===== config.mk =====
export PLATFORM = sky130hd
export DESIGN_NAME = fwd_hazard_ctrl
export DESIGN_NICKNAME = d
export VERILOG_FILES = /design/src/rtl/pipe_pkg.sv /design/src/rtl/reg_match.sv /design/src/rtl/fwd_hazard_ctrl.sv
export SDC_FILE = /design/constraint.sdc
export NUM_CORES = 1
export LEC_CHECK = 0
export BUFFER_PORTS_ARGS = -buffer_cell sky130_fd_sc_hd__buf_2
export CORE_MARGIN = 1.5
export CORE_UTILIZATION = 41
export CTS_BUF_LIST = sky130_fd_sc_hd__clkbuf_16
export DETAILED_ROUTE_END_ITERATION = 10
export PLACE_DENSITY = 0.73
export SLEW_MARGIN = 20
export SYNTH_ARGS = -nofsm -noshare
export SYNTH_HDL_FRONTEND = slang
export SYNTH_SLANG_ARGS = --single-unit

===== constraint.sdc =====
create_clock -name clk -period 1.6 [get_ports clk]
set_clock_uncertainty 0.1 [all_clocks]
set_input_delay 0.16 -clock clk [delete_from_list [all_inputs] [get_ports clk]]
set_output_delay 0.16 -clock clk [all_outputs]
set_load 0.01 [all_outputs]

===== src/rtl/pipe_pkg.sv =====
// Shared pipeline types: forwarding-select encodings and per-stage destination info.
package pipe_pkg;

  localparam int REG_AW = 5;

  localparam logic [1:0] FWD_REGFILE = 2'b00;
  localparam logic [1:0] FWD_EXMEM   = 2'b01;
  localparam logic [1:0] FWD_MEMWB   = 2'b10;

  typedef struct packed {
    logic [REG_AW-1:0] rd;
    logic              rw;
    logic              mr;
  } dst_info_t;

endpackage


===== src/rtl/reg_match.sv =====
// Combinational hazard match of one in-flight writer against one ID source; $0 never matches.
module reg_match #(
  parameter int AW = 5
) (
  input  logic [AW-1:0] rd,
  input  logic          rw,
  input  logic [AW-1:0] src,
  input  logic          uses,
  output logic          hit
);

  assign hit = uses && rw && (rd != '0) && (rd == src);

endmodule


===== src/rtl/fwd_hazard_ctrl.sv =====
// Forwarding-select and load-use stall controller for the 5-stage core.
// FWD_HAZARD_FORWARD_EN enables forwarding; otherwise every RAW hazard stalls.
module fwd_hazard_ctrl #(
  parameter int REG_AW = pipe_pkg::REG_AW,
  parameter int FWD_W  = 2
) (
  input  logic              clk,
  input  logic              reset,
  input  logic [REG_AW-1:0] id_rs,
  input  logic [REG_AW-1:0] id_rt,
  input  logic              id_uses_rs,
  input  logic              id_uses_rt,
  input  logic [REG_AW-1:0] id_rd,
  input  logic              id_reg_write,
  input  logic              id_mem_read,
  input  logic              flush,
  output logic [FWD_W-1:0]  forward_a,
  output logic [FWD_W-1:0]  forward_b,
  output logic              stall
);
  import pipe_pkg::*;

  dst_info_t ex_q, ex_d, mem_q, mem_d, wb_q, wb_d;
  logic      ex_hit_rs, ex_hit_rt, mem_hit_rs, mem_hit_rt;

  reg_match #(.AW(REG_AW)) u_ex_rs  (.rd(ex_q.rd),  .rw(ex_q.rw),  .src(id_rs), .uses(id_uses_rs), .hit(ex_hit_rs));
  reg_match #(.AW(REG_AW)) u_ex_rt  (.rd(ex_q.rd),  .rw(ex_q.rw),  .src(id_rt), .uses(id_uses_rt), .hit(ex_hit_rt));
  reg_match #(.AW(REG_AW)) u_mem_rs (.rd(mem_q.rd), .rw(mem_q.rw), .src(id_rs), .uses(id_uses_rs), .hit(mem_hit_rs));
  reg_match #(.AW(REG_AW)) u_mem_rt (.rd(mem_q.rd), .rw(mem_q.rw), .src(id_rt), .uses(id_uses_rt), .hit(mem_hit_rt));

  always_comb begin
    mem_d = ex_q;
    wb_d  = mem_q;
    ex_d  = '{rd: id_rd, rw: id_reg_write, mr: id_mem_read};
    if (reset) begin
      ex_d  = '0;
      mem_d = '0;
      wb_d  = '0;
    end else if (flush || stall) begin
      ex_d = '0;
    end
  end

  always_ff @(posedge clk) begin
    ex_q  <= ex_d;
    mem_q <= mem_d;
    wb_q  <= wb_d;
  end

`ifdef FWD_HAZARD_FORWARD_EN
  logic             ld_hit_rs, ld_hit_rt;
  logic [FWD_W-1:0] forward_a_q, forward_a_d, forward_b_q, forward_b_d;

  // Load-use match keys on the load flag rather than the write-enable.
  reg_match #(.AW(REG_AW)) u_ld_rs (.rd(ex_q.rd), .rw(ex_q.mr), .src(id_rs), .uses(id_uses_rs), .hit(ld_hit_rs));
  reg_match #(.AW(REG_AW)) u_ld_rt (.rd(ex_q.rd), .rw(ex_q.mr), .src(id_rt), .uses(id_uses_rt), .hit(ld_hit_rt));

  assign stall = !flush && (ld_hit_rs || ld_hit_rt);

  always_comb begin
    forward_a_d = FWD_REGFILE;
    forward_b_d = FWD_REGFILE;
    if (!reset && !flush && !stall) begin
      if (ex_hit_rs)       forward_a_d = FWD_EXMEM;
      else if (mem_hit_rs) forward_a_d = FWD_MEMWB;
      if (ex_hit_rt)       forward_b_d = FWD_EXMEM;
      else if (mem_hit_rt) forward_b_d = FWD_MEMWB;
    end
  end

  always_ff @(posedge clk) begin
    forward_a_q <= forward_a_d;
    forward_b_q <= forward_b_d;
  end

  assign forward_a = forward_a_q;
  assign forward_b = forward_b_q;

  logic unused_bits;
  assign unused_bits = ^{mem_q.mr, wb_q};
`else
  assign stall     = !flush && (ex_hit_rs || ex_hit_rt || mem_hit_rs || mem_hit_rt);
  assign forward_a = FWD_REGFILE;
  assign forward_b = FWD_REGFILE;

  // WB writers and load flags carry no hazard information without forwarding.
  logic unused_bits;
  assign unused_bits = ^{ex_q.mr, mem_q.mr, wb_q};
`endif

endmodule


==> flow_summary.toml <==
[synthesis]
synth.top_cell.area_share = 0.369
synthXorXnorAreaFrac = 0.269
synthDistinctLibCells = 17
ys_top_cells_by_count = "xnor2_1 (20), dfxtp_1 (12), and2_1 (6), nand2_1 (6), nor2b_1 (6)"
synth_edf_count = 0
synth_top_cells_by_area = "dfxtp_1 (37%), xnor2_1 (27%), and2_1 (5.8%), nor2b_1 (5.8%), buf_4 (4.6%)"
async_reset_ff_frac = 0
synthAdderAreaFrac = 0
synth.mux.area_fraction = 0
post_synthesis_cell_area_um2 = 651
postSynth.topFlopCell = "dfxtp_1"
syn-instance-count = 70
syn-mean-instance-area_um2 = 9.29
ys_seq_elements = 12
synthMostInstantiatedCell = "xnor2_1"
synth_compound_area_frac = 0.0827
seq_area_frac_synth = 0.369
yosys.area_share.simple = 0.227
yosys.area.top_type = "dfxtp_1"
combinational_family_with_the_most_area_after_synthesis = "XOR/XNOR gates"
ys.warnings.count = 0

[setup_path]
timing.critical_path.required_ns = 1.34
startpoint_type = "register"
worst_setup_path_end_kind = "output port"
crit_type = "register to output port"
startpoint_of_the_worst_setup_timing_path = "mem_q[2]$_SDFF_PP0_"
worst-path-max-fanout = 2
reg2reg_from = "mem_q[5]$_SDFF_PP0_"
cp.arrival_ns = 1.65

[placed_design]
port_buffers = 21
placed_cells = 115
dp_hpwl_mm = 1.05
gp_congestion = 0.863
place_worst_setup_slack_ns = -0.139

[job]
drv.max_cap_violation_count = 0

[grt]
globalRouteTotalUtil = 0.152
number_of_global_route_vias_before_repair = 524
grt_max_degree = 8
wire_length_of_the_first_global_routing_pass_mm = 2.06
grt_antenna_before_repair = 0
grt_remaining_overflow = 0

[route]
via_count = 538
detail_route.first_pass.iterations = 2
post_detailed_route_wirelength_per_cell_um = 10.3
dr.first_iter.drc_count = 2
drt-total-wl_mm = 1.23
drc_errors_left = 0
detail-route-antenna-nets = 0
ratio_of_routed_vias_to_standard_cells = 4.52

[sta]
report.final.slew_viol_count = 0
timing.final.crit_period_ns = 1.91
rsz0062_at_grt = "true"
post-route-worst-setup-slack_ns = -0.311
report.final.hold_viol_count = 0
setup_violations = 7
layout_worst_path_cycle_share = 1.19
f_max_mhz = 523

[power]
vdd_ir_drop_max_mv = 0.794
power.leakage_nw = 0.395
fin_total_pwr_mw = 0.880
power_per_cell_area_nw_per_um2 = 930

[die]
dieWidth_um = 42.8
num_rows = 14
pin_count = 27
core_area_um2 = 1490
die-area_um2 = 1830
vertical_extent_of_the_die_um = 42.8
floorplan.initialDensity = 0.437

[cts]
root_buffer = "clkbuf_16"
hold_buffers = 0
worst_setup_hold_path_clk_slew_ns = 0.04
cts.path.max_buffers = 2
cts_made_buffers = 3
numClockSinks = 12
clock_tree_from_tritoncts = "built"
cts_max_level = 1
latest_clock_arrival_within_the_worst_skew_pair_ns = 0.24

[layout]
seqCellArea_um2 = 244
area_delta_synth_final_pct = 45.4
layout-drive-gt1-share = 0.417
post-route-util = 0.635
n_diodes = 0
post_layout_nonfiller_instances = 119
area_occupied_by_multi_input_gates_um2 = 423
final_nets = 127
num-fill-cells = 130

[hold_path]
hold_path.startpoint = "id_reg_write"
hold_path_class = "input port to register"

[run_status]
violated_checks = "setup timing"
outcome = "complete, but fails checks"
## where the power goes
| part | switching [mW] | internal [mW] | total, mW | leakage, nW |
|---|---|---|---|---|
| sequential | 0.00701 | 0.311 | 0.318 | 0.0995 |
| clock | 0.109 | 0.323 | 0.432 | 0.0370 |
| combinational | 0.0558 | 0.0734 | 0.129 | 0.258 |
| total | 0.172 | 0.708 | 0.880 | 0.395 |
## logic make-up (layout without fill, tap and decap cells)
family	Yosys count	in the layout
XOR/XNOR	20	20
buffers and inverters	4	34
AND/OR/NAND/NOR	26	26
other	1	4
AO/OA/AOI/OAI	7	7
flip-flops	12	12
## area by class of cell
class / count / area share
Multi-Input combinational cell: 57 / 0.447
Sequential cell: 12 / 0.258
Timing Repair Buffer: 31 / 0.194
Clock buffer: 3 / 0.0794
Tap cell: 16 / 0.0212
## cells in the final DEF (no fill, tap or decap)
cell type	count
a211oi_2	1
a21oi_1	2
and2_1	6
buf_2	21
buf_4	9
buf_6	1
clkbuf_16	3
conb_1	4
dfxtp_1	9
dfxtp_2	3
nand2_1	6
nand4_1	3
nor2_1	1
nor2b_1	6
nor3_2	1
o21a_1	1
o21ai_4	1
o22ai_1	1
o41ai_1	1
or4_1	2
or4_4	1
xnor2_1	18
xnor2_2	2
## metrics by stage
step / hold WS (ns) / TNS [ns] / instance area [um^2]
final: 0.0219 / -1.17 / 946
after global routing: 0.0312 / -1.95 / 946
after floorplan: 0.132 / -0.190 / 667
after global placement: 0.260 / -0.936 / 830
after detailed placement: 0.266 / -0.897 / 830
after CTS: 0.0227 / -1.32 / 945
## state kept, by name, indices dropped and copies added (netlist names)
signal	count
ex_q	6
mem_q	6
## worst paths after layout
path                                       endpoint  cells past startpoint  slack [ns]
worst min register to register  mem_q[1]$_SDFF_PP0_                      1        0.37
worst min-delay path             ex_q[1]$_SDFF_PP0_                      2        0.02
worst max register to register   ex_q[1]$_SDFF_PP0_                      8       -0.16
worst max-delay path                          stall                      6       -0.31
## metal layers
| metal | wire length [um] | track usage |
|---|---|---|
| met4 | 25 | 0.0875 |
| met1 | 510 | 0.173 |
| met5 | 0 | 0 |
| met3 | 57 | 0.0128 |
| met2 | 638 | 0.273 |
## critical path, stage by stage, from the launching register on
cell and delay [ns]:
dfxtp_2 0.31, buf_4 0.14, xnor2_2 0.11, nand2_1 0.08, or4_1 0.50, a21oi_1 0.14
buf_2 0.14
## timing repair
item,in CTS,in global routing
setup endpoints to repair,7,7
resized for setup,7,1
hold endpoints to repair,0,0
pin swaps,5,1
setup buffers,1,0
Power figures use the tool's default switching activity.
